--- config.mk ---
export PLATFORM = sky130hd
export DESIGN_NAME = instruction_sequencer
export DESIGN_NICKNAME = d
export VERILOG_FILES = /design/src/rtl/instruction_sequencer.sv
export SDC_FILE = /design/constraint.sdc
export NUM_CORES = 1
export LEC_CHECK = 0
export CAP_MARGIN = 20
export CORE_ASPECT_RATIO = 1.25
export CORE_MARGIN = 8
export CORE_UTILIZATION = 51
export CTS_BUF_LIST = sky130_fd_sc_hd__clkbuf_4 sky130_fd_sc_hd__clkbuf_8
export CTS_CLUSTER_DIAMETER = 120
export DETAILED_ROUTE_END_ITERATION = 10
export PLACE_DENSITY = 0.94
export SETUP_SLACK_MARGIN = 0.05
export SLEW_MARGIN = 10
export SYNTH_ARGS = -nofsm -noshare
export SYNTH_HDL_FRONTEND = slang
export SYNTH_SLANG_ARGS = --single-unit
--- constraint.sdc ---
create_clock -name clock -period 4.7 [get_ports clock]
set_input_delay 0.705 -clock clock [delete_from_list [all_inputs] [get_ports clock]]
set_output_delay 0.705 -clock clock [all_outputs]
set_load 0.05 [all_outputs]
--- src/rtl/instruction_sequencer.sv ---
// Purpose: fetch/decode/execute control FSM sitting between instruction memory,
//          the ALU and the program counter. Fetches one instruction per pass via
//          a req/ready handshake, launches the ALU for ALU ops, and strobes the
//          PC exactly once per retired instruction.
// Ports:
//   clock, reset_n          rising-edge clock, async active-low reset
//   start                   leave IDLE and begin fetching
//   mem_ready, instr_in     instruction memory handshake / data
//   alu_done                ALU completion for the op launched by alu_start
//   mem_req                 fetch request, high for every FETCH cycle
//   instr_reg               latched current instruction
//   pc_enable/jump/jz       PC advance strobe and its qualifiers
//   jump_address            low byte of instr_reg
//   alu_start, reg_write    one-cycle ALU launch / register write strobes
//   halted, fault           sticky HALT and ALU-timeout flags
//   retired                 saturating retired-instruction count
//   state                   current FSM state (debug)
module instruction_sequencer #(
  parameter int unsigned INSTR_W     = 16,
  parameter int unsigned ADDR_W      = 8,
  parameter int unsigned ALU_TIMEOUT = 15
) (
  input  logic               clock,
  input  logic               reset_n,
  input  logic               start,
  input  logic               mem_ready,
  input  logic [INSTR_W-1:0] instr_in,
  input  logic               alu_done,
  output logic               mem_req,
  output logic [INSTR_W-1:0] instr_reg,
  output logic               pc_enable,
  output logic               pc_jump,
  output logic               pc_jz,
  output logic [ADDR_W-1:0]  jump_address,
  output logic               alu_start,
  output logic               reg_write,
  output logic               halted,
  output logic               fault,
  output logic [15:0]        retired,
  output logic [2:0]         state
);

  localparam int unsigned CNT_W = $clog2(ALU_TIMEOUT + 1);
  localparam logic [CNT_W-1:0] TIMEOUT_VAL = CNT_W'(ALU_TIMEOUT);
  localparam logic [15:0] RETIRED_MAX = 16'hFFFF;

  localparam logic [3:0] OP_ALU = 4'h1;
  localparam logic [3:0] OP_JMP = 4'h2;
  localparam logic [3:0] OP_JZ  = 4'h3;
  localparam logic [3:0] OP_HLT = 4'hF;

  typedef enum logic [2:0] {
    S_IDLE     = 3'd0,
    S_FETCH    = 3'd1,
    S_DECODE   = 3'd2,
    S_EXECUTE  = 3'd3,
    S_WAIT_ALU = 3'd4,
    S_ADVANCE  = 3'd5,
    S_HALT     = 3'd6
  } state_e;

  state_e               r_state;
  logic [INSTR_W-1:0]   r_instr;
  logic [15:0]          r_retired;
  logic [CNT_W-1:0]     r_cnt;
  logic                 r_fault;

  logic [3:0]           w_op;
  logic [CNT_W-1:0]     w_cnt_inc;

  assign w_op      = r_instr[INSTR_W-1 -: 4];
  assign w_cnt_inc = r_cnt + CNT_W'(1);

  // State register plus the few datapath registers the FSM owns.
  always_ff @(posedge clock or negedge reset_n) begin
    if (!reset_n) begin
      r_state   <= S_IDLE;
      r_instr   <= '0;
      r_retired <= '0;
      r_cnt     <= '0;
      r_fault   <= 1'b0;
    end else begin
      case (r_state)
        S_IDLE: begin
          if (start) r_state <= S_FETCH;
        end
        S_FETCH: begin
          if (mem_ready) begin
            r_instr <= instr_in;
            r_state <= S_DECODE;
          end
        end
        S_DECODE: begin
          case (w_op)
            OP_ALU:  r_state <= S_EXECUTE;
            OP_HLT:  r_state <= S_HALT;
            default: r_state <= S_ADVANCE;  // NOP, JMP, JZ and unused opcodes
          endcase
        end
        S_EXECUTE: begin
          r_cnt   <= '0;
          r_state <= S_WAIT_ALU;
        end
        S_WAIT_ALU: begin
          if (alu_done) begin
            r_state <= S_ADVANCE;
          end else begin
            r_cnt <= w_cnt_inc;
            // Counter reaching the limit means ALU_TIMEOUT cycles spent here.
            if (w_cnt_inc == TIMEOUT_VAL) begin
              r_fault <= 1'b1;
              r_state <= S_HALT;
            end
          end
        end
        S_ADVANCE: begin
          if (r_retired != RETIRED_MAX) r_retired <= r_retired + 16'd1;
          r_state <= S_FETCH;
        end
        S_HALT: begin
          r_state <= S_HALT;
        end
        default: begin
          r_state <= S_IDLE;
        end
      endcase
    end
  end

  // Strobes decode from the state register; reg_write must coincide with
  // alu_done, so it is the one strobe that also looks at an input.
  assign mem_req      = (r_state == S_FETCH);
  assign alu_start    = (r_state == S_EXECUTE);
  assign reg_write    = (r_state == S_WAIT_ALU) && alu_done;
  assign pc_enable    = (r_state == S_ADVANCE);
  assign pc_jump      = (r_state == S_ADVANCE) && (w_op == OP_JMP);
  assign pc_jz        = (r_state == S_ADVANCE) && (w_op == OP_JZ);
  assign halted       = (r_state == S_HALT);
  assign fault        = r_fault;
  assign instr_reg    = r_instr;
  assign jump_address = r_instr[ADDR_W-1:0];
  assign retired      = r_retired;
  assign state        = r_state;

endmodule

==> reports/results.md <==
### Outcome
* completed — status

### Clock network
* clkbuf_8 — clock root buffer master
* 40 — Sink Count
* 2 — deepest clock path buffer count
* 70 ps — CTS clk-pin slew, worst paths
* 2 — number of H-tree levels
* 0 — cts-stage hold buffer count
* 0 — post-cts gate resize count
* 5 — total CTS buffers
* built — clock tree from TritonCTS
* 280 ps — Worst-Skew Late Latency
* 0 — number of setup buffers added after CTS

### Flow run
* 0 — total of max-cap violations

### Floorplanning
* 73.6 um — x dimension of the die
* 6470 um^2 — Die ar.
* 52.4% — initial standard-cell utilization of the core
* 88.0 um — Vert. Die Dim
* 26 — floorplan row count
* 4030 um^2 — placeable core area
* 72 — number of ports placed on the die boundary

### Timing
* 0 — hold violation total from the final report
* 42.4% — relative slew slack
* 468 ps — WHS
* no — RSZ-0062 raised after global routing
* 66.6% — final critical-path share of the clock period
* 320 MHz — Max Clock Freq
* 8.36 ps — Worst Skew
* 3130 ps — Tmin final
* 1570 ps — PnR worst setup slack
* 0 ps — Final TNS setup
* 864 ps — slew at the pin closest to its max-slew limit
* 0 — final setup violation count
* 0 — Slew Viols, Final

### Routing
* 0 — remaining antenna violation count
* 1709 — total vias in the final route
* 4 — First-pass DRT Iterations
* 5.46 — per-cell via count in the routed design
* 0 — Remaining DRCs
* 61 — DRC violation total after the first TritonRoute iteration
* 4.85 mm — Detailed Route WL
* 15.5 um — WL per Instance

### Logic synthesis
* 2110 um^2 — cell area after technology mapping
* 217 — syn nets
* 100% — fraction of registers with async set or reset after synthesis
* 0 — number of enable-type register cells in the synthesized netlist
* 47.4% — fraction of the yosys area taken by sequential cells
* 42 — Cell variety after synth
* 40 — number of flip-flops and latches in the synthesized netlist
* 10.9 um^2 — average instance area after synthesis
* 0 — warning count from the yosys run
* dfrtp_1 — prevailing post-synth register cell
* 193 — number of instances in the synthesized netlist

### Critical path
* 13 — crit-path max FO
* 3990 ps — Crit path required time
* 2420 ps — Arrival @ worst endpoint
* output pin — element type at the critical path end
* reg -> out — startpoint-to-endpoint class of the critical path
* register — Worst setup SP type

### Global route
* 1747 — via count of the first global-routing pass
* 15.5% — All-Layer GR Usage
* 41 — maximum number of pins on one net before global-route repair
* 0 — total congestion overflow
* 0 — number of antenna violations at the first check in global routing
* 7.91 mm — global-route wire length before repair

### Pwr
* 0.00118 uW — cell leakage power
* 0.000454 V — largest vdd supply drop
* 723 nW/um^2 — PwrDens

### Placed design
* 3.76 mm — estimated wirelength of the detail-placed design
* 1660 ps — post-placement worst setup slack
* 0.854 — RD Place Congestion
* 71 — number of buffers added on ports

### Finish
* 0 — number of antenna cells inserted
* 281 — # nets final
* clkdlybuf4s50_1 (70), dfrtp_1 (40), mux2_2 (18) — highest-count cells in the layout ignoring fill and taps
* 13.6% — ratio of cells with drive above 1 in the final layout
* 35.6% — area grow syn2layout
* clkdlybuf4s50_1 — leading cell type in the layout, fill and taps excluded

### Worst hold path
* reg -> reg — worst hold-check path type

## worst max-delay path, cell delays in order, from the launching register on
cell and delay, ps:
dfrtp_1 500, nand3b_2 500, nor3_1 300, clkdlybuf4s50_1 840
## power breakdown
part	internal [uW]	total [uW]	switching, uW	leakage (uW)
Clock	107	214	107	0.0000445
Combinational	438	1230	793	0.000624
Sequential	466	626	160	0.000508
## cells in the mapped netlist (all sizes together) (2+ instances only)
cell    instances  area share (%)
a21oi           7             1.7
ha              3             1.8
o21ai           6             1.4
mux2           19              10
nor3            6             1.4
xor2            8             3.3
and3            3            0.89
nand4           6             2.8
nand2          15             2.7
clkbuf          3             1.0
nor4            5             3.2
and2            3            0.89
buf            11             3.9
nand2b          4             1.2
nand3b          4             1.6
nor4b           3             1.5
xnor2           5             2.1
nor2            9             1.7
inv             4            0.71
nand3          14             3.3
dfrtp          40              47
or3             2            0.59
o31ai           2            0.71
nor3b           2            0.71
## path summary, 6_finish.rpt
check,startpoint,endpoint,slack (ps),cells after the start
min reg2reg,fault,fault,470,1
min,fault,fault,470,1
min in group asynchronous,reset_n,instr_reg[7],540,1
max,state[1],pc_jz,1570,3
max in group asynchronous,reset_n,instr_reg[12],3620,1
max reg2reg,state[0],instr_reg[14],2630,3
## final cells by class
class	count	area, um^2
Timing Repair Buffer	71	706
Sequential cell	40	1000
Multi-Input combinational cell	134	990
Tap cell	56	70.1
Clock buffer	6	76.3
Clock inverter	1	5.00
Inverter	5	18.8
Fill cell	319	1170
## through the flow
step	instances	power (uW)	util [%]	area [um^2]
floorplan	193	1520	-	2110
global placement	306	1850	69.0	2790
detailed placement	306	1880	69.0	2790
CTS	313	2090	71.1	2870
global route	313	2180	71.1	2870
finish	313	2070	71.1	2870
## cell families after synthesis
kind of cell | synth area share, %
flops | 47.4
simple gates | 22.5
fa+ha+maj | 1.78
xor+xnor | 5.39
compound gates | 6.87
buf+inv | 5.80
mux | 10.3
## routing by layer
| layer | wire length, um | vias to the layer above | track usage, % |
|---|---|---|---|
| li1 | - | 812 | - |
| met4 | 23 | 0 | 5.28 |
| met1 | 1930 | 834 | 16.9 |
| met2 | 2530 | 61 | 27.5 |
| met5 | 0 | - | 0 |
| met3 | 371 | 2 | 4.81 |
Note: power is estimated with default switching activity, not from simulation.
==> RTL edit 1, RTL diff (same flow settings) <==
`INSTR_W`: 16 -> 32.
--- a/src/rtl/instruction_sequencer.sv
+++ b/src/rtl/instruction_sequencer.sv
@@ -16,7 +16,7 @@
 //   retired                 saturating retired-instruction count
 //   state                   current FSM state (debug)
 module instruction_sequencer #(
-  parameter int unsigned INSTR_W     = 16,
+  parameter int unsigned INSTR_W     = 32,
   parameter int unsigned ADDR_W      = 8,
   parameter int unsigned ALU_TIMEOUT = 15
 ) (
Interface: changed (resized instr_in and instr_reg); port bits go from 72 to 104. No check against the original RTL was run, so the function may have changed too.
==> RTL edit 1 against the original RTL <==
Maximum frequency down 7.6%; area after synthesis up 24%; first-iteration DRC count up 110%; setup slack worse by 0.26 ns; die area up 19%; core utilization up 4.1 points; clock power up 58%; highest routed layer unchanged; wire length up 33%; sequential cell count up 16; cell area up 31%; via count up 17%; power up 39%.
==> RTL edit 1: results (changes against the original RTL) <==
stage,metric,value,unit,change
synth,unique cell type count in the Yosys netlist,43,,+2.4%
critical_path,Reg2Reg Setup Slack,2.55,ns,-0.08 ns
global_routing,vias in the first global route,2157,,+23%
detailed_routing,metal3 WL,710,um,+91%
global_routing,global-route wire length before repair,10.46,mm,+32%
detailed_routing,drt initial violations,127,,+110%
critical_path,Critical R2R Launch,state[2],,
synth,sequential fraction of the synthesis area,53.61,%,+6.2 points
critical_path,worst reg-to-reg path cell count,4,,+1
detailed_routing,Metal-1 WL,2.541,mm,+32%
placed_design,placed cell area,3636,um2,+31%
status,status,"finished, final reports clean",,
critical_path,critical path arrival,2.68,ns,+0.26 ns
power,leak pwr,1.582,nW,+34%
placed_design,DP HPWL,4.918,mm,+31%
cts,"CTS clk-pin slew, worst paths",0.10,ns,+0.03 ns
cts,clock latency on the worst-skew pair,0.30,ns,+0.02 ns
synth,Synth top cells by count,"dfrtp_1, mux2_2, nand2_1, a21oi_1",,
power,Peak VDD IR,0.6023,mV,+33%
detailed_routing,DRT Wirelength,6.445,mm,+33%
synth,adder-cell share of the synthesized area,1.436,%,-0.34 points
critical_path,CP Max Fanout,17,,+4
placed_design,Placer Congestion,0.7956,,-6.8%
synth,Synth Area in Compound Gates,5.888,%,-0.98 points
placed_design,Port-buffer cells,103,,+45%
placed_design,dpl ws,1.641,ns,-0.01998 ns
global_routing,Total GRT Usage,17.21,%,+1.7 points
detailed_routing,met2 wire length,3.117,mm,+23%
timing,Worst slew margin,53.42,%,+11 points
synth,multiplexer area fraction after synthesis,14.60,%,+4.3 points
synth,Mapped Nets,257,,+18%
## RTL edit 1: cell types whose count changed after synthesis, moves of 4 or more
cell	delta
mux2_2	+15
nand3_1	-6
nand2_1	-4
dfrtp_1	+16
buf_2	+5
o21ai_0	-4
## RTL edit 1: through the flow
| step | hold slack [ns] | utilization [%] | total power, W | cells |
|---|---|---|---|---|
| after floorplan | 0.4094 | - | 0.002005 | 217 |
| after global placement | 0.4530 | 72.61 | 0.002515 | 368 |
| after detailed placement | 0.4705 | 72.61 | 0.002547 | 368 |
| after CTS | 0.4903 | 75.14 | 0.002898 | 376 |
| after global routing | 0.5271 | 75.14 | 0.003011 | 376 |
| final | 0.4826 | 75.14 | 0.002873 | 376 |
## RTL edit 1: logic make-up after synthesis
logic type	after synthesis
simple gates	66
flops	56
mux	34
compound gates	24
buf+inv	20
xor+xnor	14
fa+ha+maj	3
## RTL edit 1: layout make-up
type / count / area [um2]
Sequential cell: 56 / 1401
Clock inverter: 1 / 30.03
Clock buffer: 7 / 96.34
Inverter: 4 / 15.01
Tap cell: 62 / 77.57
Multi-Input combinational cell: 141 / 1101
Fill cell: 313 / 1245
Timing Repair Buffer: 105 / 1041
## RTL edit 1: power by group
group          switching (W)  internal [W]
Clock               0.000151      0.000188
Sequential          0.000181      0.000661
Combinational        0.00109      0.000607
## RTL edit 1: worst max path at each step
stage	from	to	slack, ns	cells after the start
after floorplan	state[0]	instr_reg[10]	1.70	5
after global placement	alu_done	reg_write	1.68	4
after detailed placement	alu_done	reg_write	1.64	4
after CTS	state[2]	pc_jump	1.33	5
after global routing	state[2]	pc_jump	1.12	5
final	state[2]	pc_jz	1.31	5
## RTL edit 1: per-layer routing
layer	vias to the layer above	GRT usage [%]
met2	78	28.90
met1	961	18.91
li1	959	-
met3	7	8.505
met5	-	0
met4	0	4.559
## RTL edit 1: critical path, stage by stage (launching register included)
cell,delay [ns]
dfrtp_1,0.63
nand3b_1,0.40
inv_1,0.25
nand3_1,0.15
nor2_1,0.11
clkdlybuf4s50_1,0.83
==> RTL edit 2, RTL diff (same settings) <==
Without the edit above. Put one more register stage on the output `retired`, cleared by the reset. The value now appears one clock later. The other outputs are not delayed to match.
--- a/src/rtl/instruction_sequencer.sv
+++ b/src/rtl/instruction_sequencer.sv
@@ -139,7 +139,13 @@
   assign fault        = r_fault;
   assign instr_reg    = r_instr;
   assign jump_address = r_instr[ADDR_W-1:0];
-  assign retired      = r_retired;
+  always_ff @(posedge clock or negedge reset_n) begin
+    if (!reset_n) begin
+      retired <= '0;
+    end else begin
+      retired <= r_retired;
+    end
+  end
   assign state        = r_state;
 
 endmodule
Function: changed (Yosys sat finds a counterexample within 10 cycles, from zero or initial values and one cycle with reset_n low).
==> RTL edit 2 against the original RTL <==
Clock skew decreased by 0.0033 ns; hold slack got worse by 0.0046 ns; maximum frequency increased by 0.37%; cell area increased by 14%; sequential cell count increased by 16; wire length increased by 6.4%; register-to-register slack got worse by 0.13 ns; clock power increased by 25%; non-clock buffer count increased by 1; power increased by 7.3%; setup slack improved by 0.012 ns; area after synthesis increased by 17%; sequential share of layout area increased by 8.0 points; synthesized cell count increased by 5.7%; highest routed layer unchanged.
==> RTL edit 2: results (changes against the original RTL) <==
stage,metric,value,unit,change
cells_and_area,# diodes,0,,unchanged
cts,CTS Root Cell,clkbuf_8,,
synth,top_reg_cell synth,dfrtp_1,,
cts,H-tree depth,2,,unchanged
cts,clock latency on the worst-skew pair,0.30,ns,+0.02 ns
critical_path,Crit-path slowest cell,clkdlybuf4s50_1,,
synth,Synth warnings,0,,unchanged
synth,Synth async-reset ratio,100.0,%,unchanged
placed_design,Port-buffer cells,71,,unchanged
hold_path,Hold Crit Class,reg -> reg,,
global_routing,GR Util met1,15.54,%,-1.3 points
cells_and_area,nets,293,,+4.3%
global_routing,global-route wire length before repair,8.756,mm,+11%
synth,top cell type's share of synthesized area,56.65,%,+9.3 points
cts,TritonCTS Buffers,5,,unchanged
global_routing,vias in the first global route,1887,,+8.0%
placed_design,Placer Congestion,0.8184,,-4.2%
critical_path,CP Max Fanout,16,,+3
critical_path,Crit path max-delay family,buffers and inverters,,
power,Internal Power,0.001157,W,+14%
cts,Setup Buffers After CTS,0,,unchanged
global_routing,initial antenna violation count,0,,unchanged
timing,Final Max Tran Viols,0,,unchanged
cts,PostCTS Resize Cnt,0,,unchanged
status,status,"finished, final reports clean",,
global_routing,Total GRT Usage,14.63,%,-0.90 points
cts,"CTS clk-pin slew, worst paths",0.08,ns,
cts,Clock Path Buffers,2,,unchanged
cells_and_area,layout cell share with drive strength beyond 1,11.85,%,-1.8 points
power,Peak VDD IR,0.5126,mV,+13%
synth,sequential fraction of the synthesis area,56.65,%,+9.3 points
synth,Mapped Nets,228,,+5.1%
detailed_routing,DRT Wirelength,5.163,mm,+6.4%
timing,Worst Clk Skew,0.005114,ns,-0.003250 ns
critical_path,critical path arrival,2.41,ns,
timing,Worst slew margin,50.40,%,+8.0 points
global_routing,grt met2 use,24.98,%,-2.6 points
synth,Area contributors post-synth,"dfrtp_1, mux2_2, mux2_1, buf_4, nand4_1",,
synth,Synth top cells by count,"dfrtp_1, mux2_2, nand2_1, nor2_1, a21oi_1",,
global_routing,largest net degree at the start of global routing,57,,+39%
power,leak pwr,1.441,nW,+22%
synth,number of synthesized flops with an enable pin,0,,unchanged
critical_path,CP peak stage delay,0.82,ns,-0.02 ns
detailed_routing,drt initial violations,74,,+21%
placed_design,DP HPWL,3.902,mm,+3.9%
global_routing,GR Layer Usage met3,6.705,%,+1.9 points
synth,unique cell type count in the Yosys netlist,45,,+7.1%
detailed_routing,via count,1762,,+3.1%
detailed_routing,1st-pass router iterations,4,,unchanged
-- RTL edit 2: changes by cell type after synthesis, moves of 4 or more --
cell      change
dfrtp_1      +16
mux2_1        +7
mux2_2        -7
nand2_1       -4
nand2b_1      -4
nand3_1       -9
nand4_1       +5
-- RTL edit 2: cell families (layout without fill, tap and decap cells) --
family | Yosys count | count (layout) | share of synthesized area, %
DFF | 56 | 56 | 56.65
AOI/OAI and AO/OA | 26 | 26 | 6.626
adders and majority gates | 3 | 3 | 1.518
and+or+nand+nor | 66 | 66 | 16.79
muxes | 21 | 21 | 9.611
xor gates and xnor gates | 11 | 11 | 3.895
buffers and inverters | 21 | 87 | 4.906
-- RTL edit 2: metrics by stage --
| step | std cells | util (%) | setup WS [ns] | instance area, um2 |
|---|---|---|---|---|
| 2_1_floorplan | 204 | - | 1.746 | 2474 |
| 3_3_place_gp | 322 | 67.46 | 1.784 | 3167 |
| 3_5_place_dp | 322 | 67.46 | 1.777 | 3167 |
| 4_1_cts | 330 | 69.54 | 1.564 | 3264 |
| 5_1_grt | 330 | 69.54 | 1.442 | 3264 |
| 6_report | 330 | 69.54 | 1.582 | 3264 |
-- RTL edit 2: per-layer routing --
layer	routed length (um)	up-vias
li1	-	852
met5	0	-
met4	65	0
met3	432	5
met2	2639	53
met1	2026	852
-- RTL edit 2: final cells by class --
| class | count | area, um2 |
|---|---|---|
| sequential | 56 | 1401 |
| tap | 60 | 75.07 |
| clock inverter | 1 | 7.507 |
| clock buffer | 7 | 90.09 |
| fill | 378 | 1430 |
| multi-input combinational | 127 | 950.9 |
| timing repair buffer | 72 | 713.2 |
| inverter | 7 | 26.28 |
-- RTL edit 2: worst paths after layout --
| check | depth (start not counted) | slack (ns) | from | endpoint |
|---|---|---|---|---|
| worst max-delay path | 5 | 1.58 | state[1] | pc_jump |
| max in group asynchronous | 2 | 3.75 | reset_n | instr_reg[4] |
| worst max register to register | 4 | 2.50 | state[0] | instr_reg[2] |
| worst min register to register | 1 | 0.46 | fault | fault |
| min in group asynchronous | 2 | 0.51 | reset_n | retired[15] |
| worst min-delay path | 1 | 0.46 | fault | fault |
-- RTL edit 2: power by group through the flow --
stage,sequential (W),combinational (W),clock [W]
2_1_floorplan,0.00109,0.000527,0
3_3_place_gp,0.000766,0.00119,0
3_5_place_dp,0.000776,0.00120,0
4_1_cts,0.000768,0.00121,0.000279
5_1_grt,0.000795,0.00126,0.000296
6_report,0.000765,0.00119,0.000267
